==> src/rtl/pc_gen_pkg.sv <==
// Shared definitions for the program-counter generator: reset address,
// state encoding and the sequential fetch increment.
package pc_gen_pkg;

    // Default first fetch address after reset.
    localparam logic [63:0] RESET_PC_DEFAULT = 64'h0000_0000_8000_0000;

    // Sequential fetch stride in bytes.
    localparam logic [63:0] PC_INCR = 64'd4;

    // Front-end states, kept as plain constants for legacy tool flows.
    localparam logic [1:0] ST_BOOT = 2'd0;
    localparam logic [1:0] ST_RUN  = 2'd1;
    localparam logic [1:0] ST_HOLD = 2'd2;

    // Fetch addresses are word aligned, so the low two bits of any loaded
    // target are dropped.
    function automatic logic [63:0] align_target(input logic [63:0] target);
        return {target[63:2], 2'b00};
    endfunction

endpackage

==> src/rtl/pc_redirect_hold.sv <==
// One-entry pending buffer for redirects that arrive while fetch cannot
// advance, plus the trap-over-redirect priority mux. The selected target is
// the newest event when one is present this cycle, otherwise the held entry.
module pc_redirect_hold
    import pc_gen_pkg::*;
(
    input  logic        clk_i,
    input  logic        rst_ni,
    input  logic        trap_valid_i,
    input  logic [63:0] trap_target_i,
    input  logic        redirect_valid_i,
    input  logic [63:0] redirect_target_i,
    input  logic        capture_i,
    input  logic        release_i,
    output logic [63:0] target_o,
    output logic        event_o,
    output logic        pending_valid_o
);

    logic [63:0] pending_q;
    logic        pending_valid_q;
    logic [63:0] new_target;

    // Trap beats redirect; the newest event beats anything already held.
    always_comb begin
        new_target = trap_valid_i ? align_target(trap_target_i)
                                  : align_target(redirect_target_i);
        event_o    = trap_valid_i | redirect_valid_i;
        target_o   = event_o ? new_target : pending_q;
    end

    // Capture a deferred target, or drop the valid flag once it is consumed.
    // NOTE: the target payload is reset too so that a reset in HOLD can
    // never leave a stale address that a later path might expose.
    always_ff @(posedge clk_i or negedge rst_ni) begin
        if (!rst_ni) begin
            pending_q       <= '0;
            pending_valid_q <= 1'b0;
        end else if (capture_i) begin
            // NOTE: non-blocking assignments keep every flop sampling the
            // pre-edge values, so ordering inside the block does not matter.
            pending_q       <= new_target;
            pending_valid_q <= 1'b1;
        end else if (release_i) begin
            pending_valid_q <= 1'b0;
        end
    end

    assign pending_valid_o = pending_valid_q;

endmodule

==> src/rtl/pc_gen.sv <==
// Program-counter generator for the front end. Owns the fetch address and
// fetch enable, advances by 4 when fetch and pipeline allow, and applies
// branch and trap redirects without ever changing the address mid-fetch.
module pc_gen
    import pc_gen_pkg::*;
#(
    parameter logic [63:0] RESET_PC = RESET_PC_DEFAULT
) (
    input  logic        ACLK,
    input  logic        ARESETn,
    input  logic        stall_global,
    input  logic        stall_from_inst_if,
    input  logic        redirect_valid,
    input  logic [63:0] redirect_target,
    input  logic        trap_valid,
    input  logic [63:0] trap_target,
    output logic [63:0] inst_address,
    output logic        ce,
    output logic        fetch_kill
);

    logic [1:0]  state_q, state_d;
    logic [63:0] pc_q, pc_d;
    logic        ce_q, ce_d;
    logic        kill_q, kill_d;

    logic        adv;
    logic        evt;
    logic        capture;
    logic        release_pend;
    logic        pending_valid;
    logic [63:0] sel_target;

    assign adv = !stall_global && !stall_from_inst_if;

    // Defer an event only once running; sources are quiescent in BOOT.
    assign capture      = (state_q != ST_BOOT) && evt && !adv;
    assign release_pend = (state_q == ST_HOLD) && adv;

    pc_redirect_hold u_hold (
        .clk_i             (ACLK),
        .rst_ni            (ARESETn),
        .trap_valid_i      (trap_valid),
        .trap_target_i     (trap_target),
        .redirect_valid_i  (redirect_valid),
        .redirect_target_i (redirect_target),
        .capture_i         (capture),
        .release_i         (release_pend),
        .target_o          (sel_target),
        .event_o           (evt),
        .pending_valid_o   (pending_valid)
    );

    // Next-state, next-PC and output decode for the front-end state machine.
    // NOTE: every signal gets a default first so no path infers a latch.
    always_comb begin
        state_d = state_q;
        pc_d    = pc_q;
        ce_d    = ce_q;
        kill_d  = 1'b0;
        case (state_q)
            ST_BOOT: begin
                state_d = ST_RUN;
                ce_d    = 1'b1;
            end
            ST_RUN: begin
                ce_d = 1'b1;
                if (adv) begin
                    if (evt) begin
                        pc_d   = sel_target;
                        kill_d = 1'b1;
                    end else begin
                        pc_d = pc_q + PC_INCR;
                    end
                end else if (evt) begin
                    state_d = ST_HOLD;
                end
            end
            ST_HOLD: begin
                ce_d = 1'b1;
                if (adv && (pending_valid || evt)) begin
                    pc_d    = sel_target;
                    kill_d  = 1'b1;
                    state_d = ST_RUN;
                end
            end
            default: begin
                state_d = ST_BOOT;
                ce_d    = 1'b0;
            end
        endcase
    end

    // State, PC and registered fetch controls.
    always_ff @(posedge ACLK or negedge ARESETn) begin
        if (!ARESETn) begin
            state_q <= ST_BOOT;
            pc_q    <= RESET_PC;
            ce_q    <= 1'b0;
            kill_q  <= 1'b0;
        end else begin
            state_q <= state_d;
            pc_q    <= pc_d;
            ce_q    <= ce_d;
            kill_q  <= kill_d;
        end
    end

    assign inst_address = pc_q;
    assign ce           = ce_q;
    assign fetch_kill   = kill_q;

endmodule
==> config.mk <==
export PLATFORM = sky130hd
export DESIGN_NAME = pc_gen
export DESIGN_NICKNAME = d
export VERILOG_FILES = /design/src/rtl/pc_gen_pkg.sv /design/src/rtl/pc_redirect_hold.sv /design/src/rtl/pc_gen.sv
export SDC_FILE = /design/constraint.sdc
export NUM_CORES = 1
export LEC_CHECK = 0
export ABC_AREA = 1
export ABC_CLOCK_PERIOD_IN_PS = 2600
export CAP_MARGIN = 30
export CORE_MARGIN = 2
export CORE_UTILIZATION = 35
export CTS_CLUSTER_SIZE = 25
export DETAILED_ROUTE_END_ITERATION = 6
export GPL_TIMING_DRIVEN = 0
export PLACE_DENSITY = 0.66
export SYNTH_ARGS = -nofsm -noshare
export SYNTH_HDL_FRONTEND = slang
export SYNTH_SLANG_ARGS = --single-unit
==> constraint.sdc <==
create_clock -name ACLK -period 2.6 [get_ports ACLK]
set_clock_uncertainty 0.05 [all_clocks]
set_input_delay 0.52 -clock ACLK [delete_from_list [all_inputs] [get_ports ACLK]]
set_output_delay 0.52 -clock ACLK [all_outputs]
set_load 0.1 [all_outputs]
==> impl_summary.log, run 1 <==
INFO  metric status = complete, no violations
INFO  metric maximum_resistive_drop_on_vdd = 1030 uV
INFO  metric yosys-top-cells-area = dfrtp_1, nand2_1, nor2_1
INFO  metric power_frac_seq = 25.6%
INFO  metric cts.htree.levels = 4
INFO  metric track_usage = 27.86%
INFO  metric placed_cells = 1921
INFO  metric cts_tree = yes
INFO  metric yosysTopAreaCell = dfrtp_1
INFO  metric core = 25180 um^2
INFO  metric timing.fmax = 0.4039 GHz
INFO  metric crit_path_max_fanout = 10
INFO  metric placed_area = 11410 um^2
INFO  metric syn-mean-instance-area = 6.442 um^2
INFO  metric grt-ovfl-total = 0
INFO  metric grt_max_degree = 75
INFO  metric switching_share = 58.19%
INFO  metric global_route_wire_length_before_repair = 56050 um
INFO  metric clock_insertion_delay_worst_skew = 0.43 ns
INFO  metric clkSinkCount = 129
INFO  metric yosysSeqAreaShare = 35.94%
INFO  metric yosys-top-cells-count = nand2_1, nor2_1, dfrtp_1
INFO  metric first_global_vias = 9882
INFO  metric timing.slew.headroom = 32.50%
INFO  metric initialDrtViolationCount = 821
INFO  metric drt_first_pass_iters = 5
INFO  metric required_time_reported_for_the_critical_path_endpoint = 2.84 ns
INFO  metric pin_count = 200
INFO  metric setup.worst_path.start = state_q[0]
INFO  metric total_leakage_power = 5.404 nW
INFO  metric detail_route.wirelength = 37190 um
INFO  metric postLayoutCellArea = 11950 um^2
INFO  metric drv.max_cap_violation_count = 0
INFO  metric synth_compound_gate_area_share = 12.75%
INFO  metric via_density_per_instance = 5.279
INFO  metric finalCritPeriodShare = 95.22%
INFO  metric remaining_drc_errors = 0
INFO  metric yosys.cell_types.count = 41
INFO  metric number_of_routed_nets_with_antenna_violations = 0
INFO  metric portBuffers = 192
INFO  metric slew_viol_final = 0
INFO  metric pre_cts_slack = -0.06077 ns
INFO  metric buffer_levels_on_the_longest_clock_path = 2
INFO  metric holdCritPathClass = in -> async
INFO  metric cts_made_buffers = 17
INFO  metric synth.top_cell.area_share = 35.64%
INFO  metric hpwl = 28820 um
INFO  metric clk_pin_slew_worst_paths = 0.07 ns
INFO  metric fp.dieH = 164.2 um
INFO  metric syn-instance-count = 1395
INFO  metric hold_viol_final = 0
INFO  metric synth_fa_ha_area_share = 0.6962%
INFO  metric fill_cells = 2618
INFO  metric netsw = 0.009614 W
INFO  metric report.final.setup_viol = 0
INFO  metric timing.critical_path.from_type = register
INFO  metric unrepaired_setup_endpoints_after_global_routing = false
INFO  metric num_rows = 58
INFO  metric floorplan_die_area = 26970 um^2
INFO  metric ctsRootBufferMaster = clkbuf_16
INFO  metric synth_area = 8986 um^2
INFO  metric post_synth_mux_area_share = 0.7797%
INFO  metric endpoint_kind_of_the_worst_setup_timing_path = register
INFO  metric cpPeakStageDelay = 0.41 ns
INFO  metric synth.most_common_cell = nand2_1
INFO  metric main_combinational_cell_family_by_area_after_synthesis = simple AND/OR/NAND/NOR gates
INFO  metric synthSimpleGateAreaFrac = 40.25%
INFO  metric r2r_start = state_q[0]
INFO  metric critical-path-slowest-cell = clkbuf_1
INFO  metric layoutNonFillerInstCount = 1953
INFO  metric global_placement_routability_congestion = 0.9641
INFO  metric synth_xor_xnor_area_share = 1.462%
INFO  metric setup.worst_path.class = reg -> reg
INFO  metric clock_power_share = 15.1%
INFO  metric worst_path_cell_trace = inv_1, ha_1, clkbuf_1, inv_2, clkbuf_1, nor3_1, nor3_1, a21oi_1
INFO  metric post-layout-total-power = 0.01652 W
INFO  metric p_comb_share = 59.3%
INFO  metric synth_edf_count = 0
INFO  metric initial_utilization = 35.69%
INFO  metric number_of_warnings_issued_by_yosys = 0
INFO  metric total_nets_final = 1749
INFO  metric area.growth.synth_to_final = 32.94%
INFO  metric post_route_cells_drive_above_1_share = 8.318%
INFO  metric grt_antenna_before_repair = 0
INFO  metric final.setup.worst_slack = 0.1243 ns
INFO  metric insertedDiodeCount = 0
INFO  metric asyncSetResetFlopFracSynth = 100.0%
INFO  metric worst_slew_pin_slew = 1.017 ns
INFO  metric p_int = 0.006909 W
INFO  metric dieWidth = 164.2 um
INFO  metric finalCriticalPeriod = 2.476 ns
INFO  metric vias = 10.31k
INFO  metric synth-seq-cells = 129
INFO  metric power_density = 1383 nW/um^2
INFO  metric average_wire_per_cell_in_the_routed_design = 19.04 um
INFO  metric synth_flop_cell = dfrtp_1
INFO  metric critical_path_arrival = 2.72 ns
stage by stage:
stage	hold WS (ns)	setup TNS, ns	util, %
after floorplan	0.1744	0	-
after global placement	0.4073	-578.74	44.97
after detailed placement	0.4068	-0.09297	45.30
after CTS	0.09759	0	47.38
after global routing	0.1297	0	47.44
final	0.05708	0	47.44
power by group through the flow:
stage	Combinational (W)	Clock, W	Sequential (W)
after floorplan	0.00379	0	0.00728
after global placement	0.00980	0	0.00423
after detailed placement	0.0100	0	0.00423
after CTS	0.00977	0.00249	0.00419
after global routing	0.0105	0.00257	0.00436
final	0.00980	0.00249	0.00424
worst paths after layout:
path / end / slack (ns) / depth (start not counted)
min in group ACLK: u_hold.pending_q[2] / 0.42 / 2
min reg2reg: u_hold.pending_q[2] / 0.42 / 2
max in group asynchronous: inst_address[31] / 1.64 / 2
min: u_hold.pending_q[2] / 0.06 / 1
max: inst_address[56] / 0.12 / 8
max reg2reg: inst_address[56] / 0.12 / 8
critical path, delay by kind of cell, from the launching register on:
kind	cells	cell delay (ns)
AOI/OAI and AO/OA	1	0.15
adders and majority gates	1	0.19
buffers and inverters	4	1.04
DFF	1	0.38
and+or+nand+nor	2	0.53
routing by layer:
metal | track usage [%] | up-vias | wire length (um)
met5 | 0 | - | 0
met4 | 10.81 | 0 | 1337
met3 | 5.657 | 69 | 3025
met2 | 43.50 | 441 | 16730
met1 | 37.86 | 4859 | 16090
li1 | - | 4940 | -
flip-flops by register name, summed over array words and instances, names as in the netlist:
signal / flops
inst_address: 62
u_hold.pending_q: 62
state_q: 2
ce: 1
fetch_kill: 1
u_hold.pending_valid_o: 1
area by class of cell:
class	count	area [um^2]	area share, %
buffer	67	331.6	2.775
clock buffer	18	439.2	3.676
clock inverter	14	152.6	1.278
inverter	105	395.4	3.310
multi-input combinational	1095	5040	42.19
sequential	129	3229	27.03
tap	330	412.9	3.456
timing repair buffer	195	1946	16.29
what timing repair did:
action	CTS	global route
pin swaps	0	0
buffers inserted	0	0
hold buffers	0	0
endpoints found under the setup margin	56	6
resized for setup	56	7
logic make-up (layout without fill, tap and decap cells):
kind of cell | count (synthesis) | in the layout
compound gates | 201 | 201
xor+xnor | 15 | 15
fa+ha+maj | 5 | 5
buf+inv | 172 | 399
flops | 129 | 129
mux | 7 | 7
other cells | 1 | 2
simple gates | 865 | 865
layout by cell type, fill, tap and decap left out, types with 3 or more instances in the layout:
cell type	Yosys	final
o21bai_1	6	6
inv_2	3	3
nor2_4	8	9
o21ai_1	3	3
ha_1	5	5
inv_1	101	101
o21ai_0	76	76
dlygate4sd2_1	0	56
buf_16	0	3
nand2_2	11	11
buf_1	3	3
clkbuf_1	23	22
nand4_1	16	16
buf_4	10	10
inv_6	0	5
nand2_1	487	487
dfrtp_1	128	128
xnor2_1	9	9
clkbuf_16	0	17
mux2i_1	7	7
nor2_2	12	11
a21oi_1	31	31
dlymetal6s2s_1	0	4
nor3_1	45	45
clkinvlp_4	0	4
nor2_1	210	210
xor2_1	6	6
o211ai_1	4	4
buf_2	30	30
clkdlybuf4s50_1	0	131
o22ai_1	6	6
nand3_1	57	57
clkinv_2	1	3
or2_2	14	14
a31oi_1	67	67
Note: power is estimated with default switching activity, not from simulation.
==> inputs of run 2 (changes only) <==
Settings changed: GPL_TIMING_DRIVEN 0 to not set.
==> run 2 against run 1 <==
Effect of this change: highest routed layer unchanged; sequential share of layout area increased by 0.50 points; cell count shrank 2.3%; critical path depth grew 1; maximum frequency is 7.7% higher; register-to-register slack improved by 0.18 ns; clock power fell by 2%; combinational power fell by 3.4%; worst setup slack gained 0.18 ns; sequential power is 0.9% lower; power is 2.5% lower; global-route usage down 4.6 points; via count fell by 7.0%.
==> impl_summary.log, run 2 (synthesis results as in run 1) <==
INFO  metric status = complete, no violations
INFO  metric remaining_drc_errors = 0 (unchanged)
INFO  metric insertedDiodeCount = 0 (unchanged)
INFO  metric unrepaired_setup_endpoints_after_global_routing = false
INFO  metric portBuffers = 193 (+0.52%)
INFO  metric finalCritPeriodShare = 88.41% (-6.8 points)
INFO  metric power_density = 1373 nW/um^2 (-0.71%)
INFO  metric worst_slew_pin_slew = 0.7328 ns (-0.2838 ns)
INFO  metric initial_utilization = 35.69% (unchanged)
INFO  metric report.final.setup_viol = 0 (unchanged)
INFO  metric floorplan_die_area = 26970 um^2 (unchanged)
INFO  metric setup.worst_path.class = reg -> reg
INFO  metric hold_viol_final = 0 (unchanged)
INFO  metric multiInputGateArea = 5051 um^2 (+0.22%)
INFO  metric finalCriticalPeriod = 2.299 ns (-0.1771 ns)
INFO  metric total_nets_final = 1705 (-2.5%)
INFO  metric core = 25180 um^2 (unchanged)
INFO  metric timing.critical_path.from_type = register
INFO  metric postCtsSetupBuffers = 0 (unchanged)
INFO  metric track_usage = 23.27% (-4.6 points)
INFO  metric holdCritPathClass = in -> async
INFO  metric global_placement_routability_congestion = 0.9319 (-3.3%)
INFO  metric dieWidth = 164.2 um (unchanged)
INFO  metric post_cts_resize_count = 0 (-100%)
INFO  metric hold_ws = 0.1535 ns (+0.09645 ns)
INFO  metric via_density_per_instance = 5.024 (-4.8%)
INFO  metric global_route_wire_length_before_repair = 48710 um (-13%)
INFO  metric clock_insertion_delay_worst_skew = 0.43 ns (about the same)
INFO  metric hpwl = 23300 um (-19%)
INFO  metric timing.fmax = 0.4351 GHz (+7.7%)
INFO  metric drv.max_cap_violation_count = 0 (unchanged)
INFO  metric required_time_reported_for_the_critical_path_endpoint = 2.89 ns (+0.05 ns)
INFO  metric drt_first_pass_iters = 5 (unchanged)
INFO  metric area.sequential = 3229 um^2 (unchanged)
INFO  metric crit_path_max_fanout = 5 (-5)
INFO  metric buffer_levels_on_the_longest_clock_path = 2 (unchanged)
INFO  metric layout_common_cells = nand2_1, nor2_1, dfrtp_1
INFO  metric total_leakage_power = 5.263 nW (-2.6%)
INFO  metric grt_max_degree = 130 (+73%)
INFO  metric average_wire_per_cell_in_the_routed_design = 16.16 um (-15%)
INFO  metric cts_made_buffers = 17 (unchanged)
INFO  metric number_of_routed_nets_with_antenna_violations = 0 (unchanged)
INFO  metric pin_count = 200 (unchanged)
INFO  metric cts.htree.levels = 4 (unchanged)
INFO  metric initialDrtViolationCount = 746 (-9.1%)
INFO  metric fp.dieH = 164.2 um (unchanged)
INFO  metric clkSinkCount = 129 (unchanged)
INFO  metric ctsRootBufferMaster = clkbuf_16
INFO  metric slew_viol_final = 0 (unchanged)
INFO  metric cts_tree = yes
INFO  metric num_rows = 58 (unchanged)
INFO  metric critical_path_arrival = 2.59 ns (-0.13 ns)
INFO  metric clk_pin_slew_worst_paths = 0.06 ns (about the same)
INFO  metric timing.slew.headroom = 51.15% (+19 points)
INFO  metric cts_hold_repair.buffers = 0 (unchanged)
INFO  metric grt_antenna_before_repair = 0 (unchanged)
INFO  metric detail_route.wirelength = 30840 um (-17%)
INFO  metric grt-ovfl-total = 0 (unchanged)
INFO  metric endpoint_kind_of_the_worst_setup_timing_path = register
INFO  metric post_route_cells_drive_above_1_share = 11.40% (+3.1 points)
INFO  metric area.growth.synth_to_final = 30.55%
INFO  metric totalNegativeSetupSlack = 0 ns (unchanged)
INFO  metric vias = 9591 (-7.0%)
INFO  metric maximum_resistive_drop_on_vdd = 1058 uV (+2.6%)
INFO  metric fill_cells = 2568 (-1.9%)
INFO  metric final_common_cell = nand2_1
INFO  metric first_global_vias = 9084 (-8.1%)
## run 2: cell types whose count changed in the layout (fill, tap and decap cells not counted), moves of 3 or more
cell             previous run  this run
buf_1                       3         0
buf_12                      0         8
buf_16                      3         0
buf_2                      30         1
buf_4                      10        82
clkbuf_1                   22         2
clkdlybuf4s50_1           131       127
clkinv_4                    1         4
clkinvlp_4                  4         1
dlygate4sd2_1              56         0
dlymetal6s2s_1              4         0
inv_6                       5         2
## run 2: area by class of cell
class / count / area share (%)
clock inverter: 11 / 1.109
timing repair buffer: 218 / 17.49
tap: 330 / 3.520
multi-input combinational: 1095 / 43.06
sequential: 129 / 27.53
inverter: 105 / 3.370
clock buffer: 21 / 3.925
## run 2: routing by layer
layer  part of all wire (%)  wire length (um)  global-route usage [%]
met4                    1.7               529                   6.100
met2                     47             14390                   37.45
met5                      0                 0                       0
met3                    6.3              1936                   4.293
met1                     45             13990                   32.11
## run 2: worst paths after layout
check	start	to	slack, ns	depth (start not counted)
hold / removal	ARESETn	state_q[1]	0.15	2
setup / recovery	inst_address[3]	inst_address[56]	0.30	9
setup reg to reg	inst_address[3]	inst_address[56]	0.30	9
max in group asynchronous	ARESETn	u_hold.pending_q[38]	1.79	2
min in group ACLK	u_hold.pending_q[2]	u_hold.pending_q[2]	0.43	2
hold reg to reg	u_hold.pending_q[2]	u_hold.pending_q[2]	0.43	2
## run 2: through the flow
step / instances / setup slack [ns] / power, W / utilization [%] / instance area (um^2)
3_3_place_gp: 1877 / 0.2468 / 0.01357 / 44.24 / 11140
5_1_grt: 1909 / 0.1799 / 0.01715 / 46.59 / 11730
3_5_place_dp: 1877 / 0.2113 / 0.01372 / 44.24 / 11140
6_report: 1909 / 0.3014 / 0.01611 / 46.59 / 11730
2_1_floorplan: 1396 / 0.1374 / 0.01107 / - / 8990
4_1_cts: 1909 / 0.3745 / 0.01619 / 46.59 / 11730
## run 2: critical path, cell delays in order (launching register included)
cell and delay [ns]:
dfrtp_1 0.47, ha_1 0.26, nand3_1 0.19, nor2_1 0.23, nand3_1 0.23, nor2_2 0.36
nand3_1 0.11, nand2_1 0.08, nand3_1 0.09, a21oi_1 0.14
## run 2: power by group
part	internal [W]	switching, W	total (W)
Combinational	0.00255	0.00692	0.00947
Sequential	0.00304	0.00116	0.00420
Clock	0.00147	0.000964	0.00243
Total	0.00706	0.00905	0.0161
==> inputs of run 3 (changes only) <==
Settings changed: SLEW_MARGIN set to 20.
==> results of run 3 <==
Final layout, timing and power as in run 2 (identical DEF).
